**config.mk**
```make
export PLATFORM = sky130hd
export DESIGN_NAME = uart_tx_param
export DESIGN_NICKNAME = d
export VERILOG_FILES = /design/src/rtl/uart_tx_param.sv
export SDC_FILE = /design/constraint.sdc
export NUM_CORES = 1
export LEC_CHECK = 0
export CORE_ASPECT_RATIO = 0.75
export CORE_MARGIN = 5
export CORE_UTILIZATION = 24
export DETAILED_ROUTE_END_ITERATION = 16
export HOLD_SLACK_MARGIN = 0.15
export PLACE_DENSITY_LB_ADDON = 0.05
export SYNTH_ARGS = -nofsm -noshare
export SYNTH_HDL_FRONTEND = slang
export SYNTH_SLANG_ARGS = --single-unit
```
**constraint.sdc**
```tcl
create_clock -name CLK -period 7.43 [get_ports CLK]
set_clock_uncertainty 0.2 [all_clocks]
set_input_delay 1.1145 -clock CLK [delete_from_list [all_inputs] [get_ports CLK]]
set_output_delay 1.1145 -clock CLK [all_outputs]
set_load 0.03 [all_outputs]
```
**src/rtl/uart_tx_param.sv**
```systemverilog
// Parametrised UART transmitter: transmit FIFO, programmable baud divider,
// optional even/odd parity and one or two stop bits. The line idles high.
module uart_tx_param #(
   parameter int DATA_WIDTH = 8,
   parameter int FIFO_DEPTH = 4,
   parameter int DIV_WIDTH  = 16
) (
   input  logic                  CLK,
   input  logic                  RST,
   input  logic [DATA_WIDTH-1:0] P_DATA,
   input  logic                  DATA_VALID,
   input  logic                  PAR_EN,
   input  logic                  PAR_TYP,
   input  logic                  STOP2,
   input  logic [DIV_WIDTH-1:0]  BAUD_DIV,
   output logic                  TX_OUT,
   output logic                  BUSY,
   output logic                  FIFO_FULL,
   output logic                  FIFO_EMPTY
);

   localparam int PTR_W = $clog2(FIFO_DEPTH);
   localparam int IDX_W = $clog2(DATA_WIDTH);

   typedef enum logic [2:0] {IDLE, START, DATA, PARITY, STOP} state_t;

   logic [DATA_WIDTH-1:0] mem [FIFO_DEPTH];
   logic [PTR_W-1:0]      wr_ptr, rd_ptr;
   logic [PTR_W:0]        count, count_next;
   logic                  push, pop;

   state_t                state, state_next;
   logic [DIV_WIDTH-1:0]  baud_cnt, baud_cnt_next, div_reg;
   logic [IDX_W-1:0]      bit_idx, bit_idx_next;
   logic [DATA_WIDTH-1:0] data_reg;
   logic                  par_bit, par_en_reg, stop2_reg;
   logic                  bit_end, last_data, last_stop;
   logic                  tx_next, busy_next;

   // Full is taken from the registered count, so a same-cycle pop never frees a slot.
   assign push      = DATA_VALID && !FIFO_FULL;
   assign bit_end   = (baud_cnt == '0);
   assign last_data = (bit_idx == IDX_W'(DATA_WIDTH - 1));
   assign last_stop = (bit_idx == IDX_W'(stop2_reg));
   assign pop       = !FIFO_EMPTY && ((state == IDLE) || (state == STOP && bit_end && last_stop));

   always_comb begin
      count_next = count;
      case ({push, pop})
         2'b10:   count_next = count + 1'b1;
         2'b01:   count_next = count - 1'b1;
         default: count_next = count;
      endcase
   end

   always_ff @(posedge CLK) begin
      if (push) mem[wr_ptr] <= P_DATA;
   end

   always_ff @(posedge CLK or negedge RST) begin
      if (!RST) begin
         wr_ptr     <= '0;
         rd_ptr     <= '0;
         count      <= '0;
         FIFO_FULL  <= 1'b0;
         FIFO_EMPTY <= 1'b1;
      end else begin
         if (push) wr_ptr <= wr_ptr + 1'b1;
         if (pop)  rd_ptr <= rd_ptr + 1'b1;
         count      <= count_next;
         FIFO_FULL  <= (count_next == (PTR_W + 1)'(FIFO_DEPTH));
         FIFO_EMPTY <= (count_next == '0);
      end
   end

   // State register; frame settings and the parity bit are captured at pop time.
   always_ff @(posedge CLK or negedge RST) begin
      if (!RST) begin
         state      <= IDLE;
         baud_cnt   <= '0;
         bit_idx    <= '0;
         data_reg   <= '0;
         par_bit    <= 1'b0;
         par_en_reg <= 1'b0;
         stop2_reg  <= 1'b0;
         div_reg    <= '0;
         TX_OUT     <= 1'b1;
         BUSY       <= 1'b0;
      end else begin
         state    <= state_next;
         baud_cnt <= baud_cnt_next;
         bit_idx  <= bit_idx_next;
         TX_OUT   <= tx_next;
         BUSY     <= busy_next;
         if (pop) begin
            data_reg   <= mem[rd_ptr];
            par_bit    <= (^mem[rd_ptr]) ^ PAR_TYP;
            par_en_reg <= PAR_EN;
            stop2_reg  <= STOP2;
            div_reg    <= BAUD_DIV;
         end
      end
   end

   always_comb begin
      state_next = state;
      case (state)
         IDLE:    if (pop) state_next = START;
         START:   if (bit_end) state_next = DATA;
         DATA:    if (bit_end && last_data) state_next = par_en_reg ? PARITY : STOP;
         PARITY:  if (bit_end) state_next = STOP;
         STOP:    if (bit_end && last_stop) state_next = pop ? START : IDLE;
         default: state_next = IDLE;
      endcase
   end

   // Bit timing: the divider reloads at every bit boundary, the bit index clears on state change.
   always_comb begin
      baud_cnt_next = baud_cnt;
      bit_idx_next  = bit_idx;
      if (pop) begin
         baud_cnt_next = BAUD_DIV;
         bit_idx_next  = '0;
      end else if (state != IDLE) begin
         if (!bit_end) begin
            baud_cnt_next = baud_cnt - 1'b1;
         end else begin
            baud_cnt_next = div_reg;
            bit_idx_next  = (state_next != state) ? '0 : bit_idx + 1'b1;
         end
      end
   end

   // Line level is computed for the upcoming state so TX_OUT can be driven from a flop.
   always_comb begin
      tx_next   = 1'b1;
      busy_next = (state_next != IDLE);
      case (state_next)
         START:   tx_next = 1'b0;
         DATA:    tx_next = data_reg[bit_idx_next];
         PARITY:  tx_next = par_bit;
         default: tx_next = 1'b1;
      endcase
   end

endmodule

```
== Word level (Yosys, flattened, before mapping) ==
Memories as Yosys holds them, arrays and structs flattened.
Index checks and enable logic that the tools add are counted.

* Bitwise logic cells: 1
* Muxes and demuxes: 21
* Divide/modulo/power cells: 0
* Order comparisons: 1
* Reductions and logical operators: 16
* Multiply operators: 0
* Shift operators: 0
* $add $sub $neg: 6
* Equality and inequality tests: 13

{| class="wikitable"
|+ Operators with widths
! kind !! count
|-
| 2-to-1 mux 16 bit || 3
|-
| 2-to-1 mux 3 bit || 10
|-
| logical NOT 16 bit || 1
|-
| subtractor 16 x 1 -> 16 bit (second input constant) || 1
|-
| case mux 3 bit (5 select lines) || 1
|-
| equality test 3 x 2 -> 1 bit (second input constant) || 4
|-
| equality test 3 bit (second input constant) || 3
|-
| XOR reduction 8 bit || 1
|-
| adder 3 x 1 -> 3 bit (second input constant) || 2
|-
| equality test 3 x 1 -> 1 bit (second input constant) || 2
|-
| logical AND 1 bit || 6
|-
| logical NOT 3 bit || 2
|-
| case mux 3 bit (2 select lines) || 1
|-
| nonzero test 3 bit || 2
|-
| adder 2 x 1 -> 2 bit (second input constant) || 2
|-
| less-than comparator 3 x 4 -> 1 bit (second input constant) || 1
|-
| 2-to-1 mux 1 bit || 4
|-
| binary-select mux 1 bit (select 3 bit) || 1
|-
| equality test 3 x 1 -> 1 bit || 1
|-
| inequality test 3 bit || 1
|-
| case mux 1 bit (3 select lines) || 1
|-
| subtractor 3 x 1 -> 3 bit (second input constant) || 1
|-
| equality test 2 x 1 -> 1 bit (second input constant) || 1
|-
| equality test 2 bit (second input constant) || 1
|-
| 4 further kinds || 5
|}

* Bits in read-only memories: 0
* Latch bits: 0
* Register bits after elaboration: 60
* Input bits: 30
* Memories: 1
* Output and inout bits: 4
* Bits in writable memories: 32

{| class="wikitable"
|+ Memory list
! memory !! depth !! width !! read ports !! clocked after Yosys merged registers in !! write ports !! line !! RTL
|-
| mem || 4 || 8 || 1 || 0 || 1 || 27 || <nowiki>logic [DATA_WIDTH-1:0] mem [FIFO_DEPTH];</nowiki>
|}

== Longest topological paths before layout ==
Gate-level depths: netlist (run 1).

* Depth in word-level cells: 16
* Depth in mapped cells: 17
* Mapped depth without buffers: 13

== Least setup slack after synthesis (run 1) ==
OpenSTA, ideal clock, no wires.

* Path kind: register to register
* Start: register baud_cnt[0]
* End: register FIFO_FULL
* Path slack: 4.021 ns
* Stages on the path, launching flop included: 18
* Clock period less this slack: 3.409 ns
* Arrival time: 3.136 ns
* Path through: dfrtp_1 -> inv_1 -> ha_1 -> nor2b_1 -> and4_1 -> buf_4 -> a41oi_1 -> buf_2 -> inv_2 -> buf_2 -> buf_2 -> ha_1 -> inv_1 -> fa_1 -> xor2_1 -> nor2_1 -> xor2_1 -> nor2b_1

* Longest elaborated chain between the ends: 8

{| class="wikitable"
|+ RTL lines
! element !! line !! RTL
|-
| from (decl) || 33 || <nowiki>logic [DIV_WIDTH-1:0] baud_cnt, baud_cnt_next, div_reg;</nowiki>
|-
| from (signal assigned) || 91 || <nowiki>baud_cnt <= baud_cnt_next;</nowiki>
|-
| logical NOT 16 bit * || 42 || <nowiki>assign bit_end = (baud_cnt == '0);</nowiki>
|-
| logical AND 1 bit * (2 in a row) || 45 || <nowiki>assign pop = !FIFO_EMPTY && ((state == IDLE) || (state == STOP && bit_end && last_stop));</nowiki>
|-
| logical OR 1 bit * || 45 ||
|-
| logical AND 1 bit * || 45 ||
|-
| net pop || 30 || <nowiki>logic push, pop;</nowiki>
|-
| equality test 2 x 1 -> 1 bit or equality test 2 bit (tied branches) || 49 || <nowiki>case ({push, pop})</nowiki>
|-
| case mux 3 bit (2 select lines) * || 49 ||
|-
| net count_next[2] || 29 || <nowiki>logic [PTR_W:0] count, count_next;</nowiki>
|-
| equality test 3 bit * || 71 || <nowiki>FIFO_FULL <= (count_next == (PTR_W + 1)'(FIFO_DEPTH));</nowiki>
|-
| to (signal assigned) || 71 ||
|-
| to (decl) || 18 || <nowiki>output logic FIFO_FULL,</nowiki>
|}

Mark *: on every way through the listed nets, which the timed path passes. The rest lies on a longest branch.
A chain may end at the register's enable or synchronous reset.

== Worst setup path in the final report (run 1) ==
* Start: register baud_cnt[3]
* End: register FIFO_FULL

* Longest elaborated chain between the ends: 8

{| class="wikitable"
|+ RTL lines
! element !! line
|-
| logical NOT 16 bit * || 42
|-
| logical AND 1 bit * (2 in a row) || 45
|-
| logical OR 1 bit * || 45
|-
| logical AND 1 bit * || 45
|-
| equality test 2 x 1 -> 1 bit or equality test 2 bit (tied branches) || 49
|-
| case mux 3 bit (2 select lines) * || 49
|-
| net count_next[2] || 29
|-
| equality test 3 bit * || 71
|}

Marked as above.

==> metrics.txt, run 1 <==
Cell variety after synth 55; ratio of final minimum period to clock period 50.94%; critical path depth in cells 11; Leakage 0.002129 uW; switching component of the power 657.3 uW; cells along the critical path nor3_1 -> and4_1 -> a41oi_4 -> inv_2 -> ha_1 -> inv_1 -> fa_1 -> xor2_1 -> nor2_1 -> xor2_1 -> nor2b_1; most frequent cell after synthesis nand2_1; gpl congestion 0.7276; first-pass GRT wire length 17680 microns; number of antenna violations at the first check in global routing 0; Data arrival, critical path 3.87 ns; Synth async-reset ratio 65.22%; worst vdd ir 0.0001040 V; Clk Latency, worst-skew pair 0.35 ns; Slew @ Worst Pin 0.9397 ns; Hold Crit Class reg -> reg; CP startpoint kind flip-flop; Place WS 3.610 ns; cell count after synthesis 407; family with the most delay on the worst path simple AND/OR/NAND/NOR gates; syn_nets 446; main area contributors after synthesis dfrtp_1 (33%), edfxtp_1 (22%), nand2_1 (8.4%); slowest CP cell inv_2; storage element area 0.002465 sq mm; crit path max fanout 35; setup TNS 0 ns; pin count of the biggest net entering global routing 61; htree depth 3; effective utilization at floorplan 24.69%; Final Core Density 29.42%; P_int 1194 uW; max reg flops 32; Ant. Diodes 0; endpoints failing setup 0; DPL Wire Length 7284 microns; Max-Cap Viols 0; worst hold slack 0.2746 ns; antenna-violating nets left 0; largest area contributor in the netlist dfrtp_1; vias in the first global route 3096; worst path bufs/invs 2; Crit path top cell by count xor2_1; share of post-route cells with drive strength above 1 9.174%; Area Overhead vs Synth 19.14%; Slew HR 37.20%; post-layout min period 3.785 ns; DRC 0; number of flops mapped to enable cells by yosys 32; worst-case clock buffer depth 2; initial detailed-routing violation count 172; Detailed Routing Iterations Pass 1 4; Max Fclk 0.2642 GHz; setup bufs post-CTS 0; Post-CTS Resized 0; status completed; hold_buf cts 0; Avg Cell Area, Syn 10.81 sq um; max-slew violations 0; post-route cell area 0.005241 sq mm; die span in x 166.3 microns; Clock Pin Slew Worst Setup and Hold Paths 0.07 ns; multi-input logic area 0.001795 sq mm; Port Buffers 33; register bit count reported by yosys 92; Combinational Power Share 30.4%; Avg Vias per Cell 4.355; Die H 127.3 microns; Core Area 0.01781 sq mm; sequential share of the synthesized area 56.03%; Via Count 2953; sequential share of power 45.3%; # rows 42; WL final 10960 microns; io pins 34; R2R cell count 11; fillers 1843; CTS tree done; total number of yosys warnings 0; pwr dens 353.2 mW/mm^2; Post-DP Area 0.004960 sq mm; Clk pwr share 24.3%; Syn Std Cell Area 0.004399 sq mm; Setup WS post-layout 3.645 ns; Commonest cells post-synth nand2_1 (98), dfrtp_1 (58), edfxtp_1 (32); CTS Sinks 92; slowest stage delay, CP 0.56 ns; DIE AREA 0.02117 sq mm; Worst EP required 7.51 ns; top_reg_cell synth dfrtp_1; post-synth top area share 32.99%; Total GRT Usage 10.79%; CP Class reg -> reg; routed wire length per instance 16.17 microns; CP endpoint kind flip-flop; GRT overflow 0; hold path cells 1; Fin. Hold Viols 0; CTS Buf Count 9; Nets 470; switching share of power 35.50%; clk root buf clkbuf_16; unrepaired setup endpoints after global routing no
[power groups by stage]
stage	clock network [uW]	logic, uW	registers (uW)
finish	450	563	839
global route	490	631	866
CTS	473	574	844
detailed placement	0	571	852
global placement	0	574	851
floorplan	0	448	793
[placed cells by master, fill, tap and decap left out, types with 2 or more instances in the layout]
cell type	synthesis	routed
a21oi_1	8	8
a31oi_1	13	13
and2_1	6	6
and4_1	2	2
buf_4	2	2
clkbuf_16	0	9
clkdlybuf4s50_1	0	32
clkinv_2	0	2
dfrtp_1	58	58
dfstp_2	2	2
edfxtp_1	32	32
ha_1	8	8
inv_1	14	14
inv_6	0	4
mux2i_1	5	5
mux4_2	8	8
nand2_1	98	98
nand3_1	3	3
nor2_1	26	26
nor2b_1	3	3
nor3_1	8	8
nor4_1	2	2
nor4_2	2	2
nor4_4	2	2
o211ai_1	11	11
o21ai_0	14	14
o21ai_1	3	3
o31ai_1	2	2
or3_1	6	6
or4_1	2	2
xnor2_1	15	15
xor2_1	7	7
[metal layers]
layer,part of all wire [%],up-vias,track usage [%]
met4,1.2,0,3.319
met3,3.7,9,3.027
met5,0,-,0
li1,-,1478,-
met1,54,1426,16.40
met2,41,40,14.76
[kinds of logic after synthesis]
kind of cell,after synthesis,share of synthesized area (%)
XOR/XNOR,22,4.380
AND/OR/NAND/NOR,165,17.32
flip-flops,92,56.03
AO/OA/AOI/OAI,68,10.38
multiplexers,14,5.574
buffers and inverters,37,3.583
adder cells (fa/ha/maj),9,2.730
[area by class of cell]
cell class                 count  share of cell area [%]
clock buffer                   9                   4.297
sequential                    92                   47.03
inverter                      15                   1.074
tap                          242                   5.777
clock inverter                 7                   1.074
timing repair buffer          35                   6.493
multi-input combinational    278                   34.26
[through the flow]
| step | power (uW) | cells |
|---|---|---|
| 2_1_floorplan | 1241 | 407 |
| 3_3_place_gp | 1425 | 662 |
| 3_5_place_dp | 1423 | 662 |
| 4_1_cts | 1891 | 678 |
| 5_1_grt | 1988 | 678 |
| 6_report | 1851 | 678 |
[worst reg2reg max path, delay by kind of cell (launching register included)]
kind / cells / cell delay, ns
AOI/OAI and AO/OA: 1 / 0.17
adders and majority gates: 2 / 0.68
xor gates and xnor gates: 2 / 0.37
buffers and inverters: 2 / 0.62
and+or+nand+nor: 4 / 1.26
DFF: 1 / 0.43
[worst paths after layout]
| path | to | slack, ns | startpoint |
|---|---|---|---|
| max in group asynchronous | div_reg[5]$_DFFE_PN0P_ | 5.73 | RST |
| hold reg to reg | count[0]$_DFF_PN0_ | 0.27 | count[0]$_DFF_PN0_ |
| hold / removal | count[0]$_DFF_PN0_ | 0.27 | count[0]$_DFF_PN0_ |
| setup reg to reg | FIFO_FULL$_DFF_PN0_ | 3.65 | baud_cnt[3]$_DFFE_PN0P_ |
| min in group asynchronous | wr_ptr[1]$_DFFE_PN0P_ | 0.76 | RST |
| setup / recovery | FIFO_FULL$_DFF_PN0_ | 3.65 | baud_cnt[3]$_DFFE_PN0P_ |
Power figures use the tool's default switching activity.
==> run 2: changes to the inputs <==
==> constraint.sdc (replaced) <==
create_clock -name CLK -period 3.4 [get_ports CLK]
set_clock_uncertainty 0.2 [all_clocks]
set_input_delay 0.51 -clock CLK [delete_from_list [all_inputs] [get_ports CLK]]
set_output_delay 0.51 -clock CLK [all_outputs]
set_load 0.03 [all_outputs]
==> metrics.txt, run 2 (same netlist as run 1, synthesis figures left out) <==
Detailed Routing Iterations Pass 1 4 (unchanged); hold_buf cts 1 (was 0); Worst EP required 3.48 ns (was 7.51 ns); initial detailed-routing violation count 208 (was 172); Max-Cap Viols 0 (unchanged); status completed (unchanged); post-layout min period 3.028 ns (was 3.785 ns); endpoints failing setup 0 (unchanged); Slew @ Worst Pin 0.9165 ns (was 0.9397 ns); Avg Vias per Cell 4.328 (was 4.355); slowest CP cell dfrtp_1 (was inv_2); CP endpoint kind flip-flop (unchanged); worst path bufs/invs 3 (was 2); Area Overhead vs Synth 21.22% (was 19.14%); Post-CTS Resized 0 (unchanged); pin count of the biggest net entering global routing 35 (was 61); WL final 10700 microns (was 10960 microns); htree depth 3 (unchanged); vias in the first global route 3080 (was 3096); Core Area 0.01781 sq mm (unchanged); pwr dens 762.2 mW/mm^2 (was 353.2 mW/mm^2); CTS tree done (unchanged); Fin. Hold Viols 0 (unchanged); CP startpoint kind flip-flop (unchanged); Nets 480 (was 470); Port Buffers 33 (unchanged); Worst R2R Setup Slack 0.37 ns (was 3.65 ns); Die H 127.3 microns (unchanged); # rows 42 (unchanged); slowest stage delay, CP 0.41 ns (was 0.56 ns); max reg flops 32 (unchanged); cells along the critical path inv_1 -> ha_1 -> nor2b_1 -> and4_1 -> a41oi_4 -> inv_2 -> ha_1 -> inv_1 -> fa_1 -> xor2_1 -> nor2_1 -> xor2_1 -> nor2b_1 (was nor3_1 -> and4_1 -> a41oi_4 -> inv_2 -> ha_1 -> inv_1 -> fa_1 -> xor2_1 -> nor2_1 -> xor2_1 -> nor2b_1); commonest non-fill, non-tap cell in the layout nand2_1 (unchanged); crit path max fanout 4 (was 35); setup TNS 0 ns (unchanged); Post-DP Area 0.005027 sq mm (was 0.004960 sq mm); clk root buf clkbuf_16 (unchanged); ratio of final minimum period to clock period 89.07% (was 50.94%); Via Count 2978 (was 2953); routed wire length per instance 15.56 microns (was 16.17 microns); Data arrival, critical path 3.11 ns (was 3.87 ns); most frequent cells in the layout nand2_1 (98), dfrtp_1 (58), clkdlybuf4s50_1 (32), edfxtp_1 (32), nor2_1 (26) (unchanged); effective utilization at floorplan 24.69% (unchanged); family with the most delay on the worst path simple AND/OR/NAND/NOR gates (unchanged); CP Class reg -> reg (unchanged); Ant. Diodes 0 (unchanged); worst-case clock buffer depth 2 (unchanged); setup bufs post-CTS 0 (unchanged); first-pass GRT wire length 17510 microns (was 17680 microns); Max Fclk 0.3302 GHz (was 0.2642 GHz); DPL Wire Length 7478 microns (was 7284 microns); Hold Crit Class reg -> reg (unchanged); post-route cell area 0.005333 sq mm (was 0.005241 sq mm); Clock Pin Slew Worst Setup and Hold Paths 0.07 ns (about the same); antenna-violating nets left 0 (unchanged); Clk Latency, worst-skew pair 0.35 ns (about the same); max-slew violations 0 (unchanged); CTS Buf Count 9 (unchanged); DRC 0 (unchanged); Leakage 0.002178 uW (was 0.002129 uW); Slew HR 38.75% (was 37.20%); GRT overflow 0 (unchanged); unrepaired setup endpoints after global routing no (unchanged); die span in x 166.3 microns (unchanged); gpl congestion 0.7307 (was 0.7276); io pins 34 (unchanged); DIE AREA 0.02117 sq mm (unchanged); CTS Sinks 92 (unchanged); number of antenna violations at the first check in global routing 0 (unchanged); share of post-route cells with drive strength above 1 10.99% (was 9.174%); Total GRT Usage 10.65% (was 10.79%); worst vdd ir 0.0002830 V (was 0.0001040 V)
run 2: changes by cell type in the layout (fill, tap and decap cells not counted):
| cell | previous run | this run |
|---|---|---|
| buf_4 | 2 | 11 |
| inv_8 | 1 | 4 |
| clkinv_2 | 2 | 0 |
| inv_6 | 4 | 2 |
| clkinvlp_4 | 0 | 1 |
| dlygate4sd3_1 | 0 | 1 |
run 2: stage by stage:
stage / hold WS [ns] / setup slack [ns] / power [uW] / instances / utilization, %
detailed placement: 0.2628 / 0.4122 / 3093 / 671 / 28.22
finish: 0.2734 / 0.3716 / 4065 / 688 / 29.93
global placement: 0.2620 / 0.4539 / 3103 / 671 / 28.22
floorplan: 0.01441 / 0.03312 / 2713 / 407 / -
CTS: 0.2742 / 0.3686 / 4149 / 688 / 29.93
global route: 0.2945 / 0.1070 / 4378 / 688 / 29.93
run 2: path summary, 6_finish.rpt:
path | depth (start not counted) | from | endpoint
hold / removal | 1 | count[2]$_DFF_PN0_ | count[2]$_DFF_PN0_
min in group asynchronous | 2 | RST | wr_ptr[1]$_DFFE_PN0P_
setup / recovery | 13 | baud_cnt[0]$_DFFE_PN0P_ | FIFO_FULL$_DFF_PN0_
setup reg to reg | 13 | baud_cnt[0]$_DFFE_PN0P_ | FIFO_FULL$_DFF_PN0_
hold reg to reg | 1 | count[2]$_DFF_PN0_ | count[2]$_DFF_PN0_
max in group asynchronous | 3 | RST | FIFO_EMPTY$_DFF_PN1_
run 2: cell type report:
cell class	instances	area, sq um
clock inverters	7	70.07
fillers	1852	12480
inverters	15	56.30
flip-flops and latches	92	2465
multi-input cells	278	1795
well taps	242	302.8
repair buffers	45	417.9
clock buffers	9	225.2
run 2: report_power, final:
part / leakage, uW / switching (uW) / internal (uW)
sequential: 0.00102 / 324 / 1500
combinational: 0.00101 / 594 / 618
clock: 0.000144 / 505 / 523
run 2: metal layers:
metal / vias to the layer above / GRT usage (%) / share of wire [%]
li1: 1487 / - / -
met1: 1452 / 15.69 / 54
met2: 34 / 15.00 / 42
met3: 5 / 3.582 / 3.5
met4: 0 / 2.694 / 0.99
met5: - / 0 / 0
==> run 3: changes to the inputs <==
--- a/config.mk
+++ b/config.mk
@@ -5,12 +5,13 @@
 export SDC_FILE = /design/constraint.sdc
 export NUM_CORES = 1
 export LEC_CHECK = 0
+export ABC_AREA = 0
 export CORE_ASPECT_RATIO = 0.75
 export CORE_MARGIN = 5
 export CORE_UTILIZATION = 24
 export DETAILED_ROUTE_END_ITERATION = 16
 export HOLD_SLACK_MARGIN = 0.15
-export PLACE_DENSITY_LB_ADDON = 0.05
+export PLACE_DENSITY_LB_ADDON = 0.2
 export SYNTH_ARGS = -nofsm -noshare
 export SYNTH_HDL_FRONTEND = slang
 export SYNTH_SLANG_ARGS = --single-unit
==> metrics.txt, run 3 (same netlist as run 1, synthesis figures left out) <==
Clock Pin Slew Worst Setup and Hold Paths 0.07 ns (about the same); multi-input logic area 0.001795 sq mm (unchanged); Detailed Routing Iterations Pass 1 4 (unchanged); unrepaired setup endpoints after global routing no (unchanged); post-layout min period 3.069 ns (was 3.028 ns); share of post-route cells with drive strength above 1 10.20% (was 10.99%); DIE AREA 0.02117 sq mm (unchanged); Max Fclk 0.3259 GHz (was 0.3302 GHz); setup TNS 0 ns (unchanged); CTS Sinks 92 (unchanged); CTS tree done (unchanged); Fin. Hold Viols 0 (unchanged); DPL Wire Length 6752 microns (was 7478 microns); Port Buffers 33 (unchanged); most frequent cells in the layout nand2_1 (98), dfrtp_1 (58), clkdlybuf4s50_1 (32), edfxtp_1 (32), nor2_1 (26) (unchanged); storage element area 0.002465 sq mm (unchanged); antenna-violating nets left 0 (unchanged); Slew HR 43.39% (was 38.75%); Final Total Pwr 4035 uW (was 4065 uW); max-slew violations 0 (unchanged); Die H 127.3 microns (unchanged); Hold Crit Class in -> async (was reg -> reg); worst-case clock buffer depth 2 (unchanged); initial detailed-routing violation count 115 (was 208); pwr dens 761.5 mW/mm^2 (was 762.2 mW/mm^2); Max-Cap Viols 0 (unchanged); htree depth 3 (unchanged); commonest non-fill, non-tap cell in the layout nand2_1 (unchanged); io pins 34 (unchanged); Avg Vias per Cell 4.363 (was 4.328); Clk Latency, worst-skew pair 0.35 ns (about the same); slowest stage delay, CP 0.53 ns (was 0.41 ns); routed wire length per instance 14.27 microns (was 15.56 microns); Via Count 2980 (was 2978); # rows 42 (unchanged); effective utilization at floorplan 24.69% (unchanged); CTS Buf Count 9 (unchanged); vias in the first global route 3114 (was 3080); Crit path top cell by count xor2_1; Worst R2R Setup Slack 0.33 ns (was 0.37 ns); GRT overflow 0 (unchanged); Worst EP required 3.48 ns (about the same); fillers 1840 (was 1852); WL final 9745 microns (was 10700 microns); CP Class reg -> reg (unchanged); Leakage 0.002159 uW (was 0.002178 uW); CP endpoint kind flip-flop (unchanged); crit path max fanout 6 (was 4); cells along the critical path nor3_1 -> and4_1 -> a41oi_4 -> inv_2 -> ha_1 -> inv_1 -> fa_1 -> xor2_1 -> nor2_1 -> xor2_1 -> nor2b_1 (was inv_1 -> ha_1 -> nor2b_1 -> and4_1 -> a41oi_4 -> inv_2 -> ha_1 -> inv_1 -> fa_1 -> xor2_1 -> nor2_1 -> xor2_1 -> nor2b_1); endpoints failing setup 0 (unchanged); status completed (unchanged); slowest CP cell nor3_1 (was dfrtp_1); worst vdd ir 0.0002783 V (was 0.0002830 V); Data arrival, critical path 3.15 ns (was 3.11 ns); Ant. Diodes 0 (unchanged); worst hold slack 0.1229 ns (was 0.2734 ns); ratio of final minimum period to clock period 90.26% (was 89.07%); number of antenna violations at the first check in global routing 0 (unchanged); gpl congestion 0.7690 (was 0.7307); Nets 475 (was 480); Setup WS post-layout 0.3312 ns (was 0.3716 ns); Slew @ Worst Pin 0.8471 ns (was 0.9165 ns); first-pass GRT wire length 16510 microns (was 17510 microns); die span in x 166.3 microns (unchanged); Post-CTS Resized 0 (unchanged); DRC 0 (unchanged); max reg flops 32 (unchanged); Place WS 0.3550 ns (was 0.4122 ns); CP startpoint kind flip-flop (unchanged); pin count of the biggest net entering global routing 61 (was 35); Total GRT Usage 9.717% (was 10.65%); Core Area 0.01781 sq mm (unchanged); Area Overhead vs Synth 20.45% (was 21.22%); clk root buf clkbuf_16 (unchanged); hold_buf cts 0 (was 1); setup bufs post-CTS 0 (unchanged)
## run 3: area by class of cell
class | instances | area share (%)
Clock buffer | 9 | 4.250
Tap cell | 242 | 5.714
Multi-Input combinational cell | 278 | 33.88
Sequential cell | 92 | 46.52
Clock inverter | 7 | 1.440
Timing Repair Buffer | 40 | 7.131
Inverter | 15 | 1.063
## run 3: layer usage
metal / GRT usage, % / vias to the layer above / routed length (microns)
met1: 14.15 / 1447 / 5191
met2: 14.25 / 32 / 4156
met5: 0 / - / 0
met3: 2.471 / 13 / 244
li1: - / 1488 / -
met4: 2.982 / 0 / 153
## run 3: worst max-delay path: cells and delay by family, from the launching register on
family / cells / cell delay, ns
buffers and inverters: 2 / 0.15
XOR/XNOR: 2 / 0.39
adder cells (fa/ha/maj): 2 / 0.54
AND/OR/NAND/NOR: 4 / 1.17
AO/OA/AOI/OAI: 1 / 0.14
flip-flops: 1 / 0.44
## run 3: final timing paths
| kind | depth (start not counted) | to | start |
|---|---|---|---|
| worst max-delay path | 11 | FIFO_FULL$_DFF_PN0_ | baud_cnt[2]$_DFFE_PN0P_ |
| worst min-delay path | 2 | div_reg[5]$_DFFE_PN0P_ | RST |
| worst max register to register | 11 | FIFO_FULL$_DFF_PN0_ | baud_cnt[2]$_DFFE_PN0P_ |
| worst min register to register | 2 | data_reg[6]$_DFFE_PN0P_ | data_reg[6]$_DFFE_PN0P_ |
| max in group asynchronous | 2 | data_reg[4]$_DFFE_PN0P_ | RST |
| min in group CLK | 2 | data_reg[6]$_DFFE_PN0P_ | data_reg[6]$_DFFE_PN0P_ |
## run 3: power breakdown
part	switching, uW	internal (uW)
logic	595	610
clock network	490	523
registers	315	1500
total	1400	2640
## run 3: per-stage QoR
step	area (sq um)	std cells	util, %
after CTS	5299	683	29.74
after global routing	5299	683	29.74
after detailed placement	4997	667	28.05
after floorplan	4402	407	-
final	5299	683	29.74
after global placement	4997	667	28.05
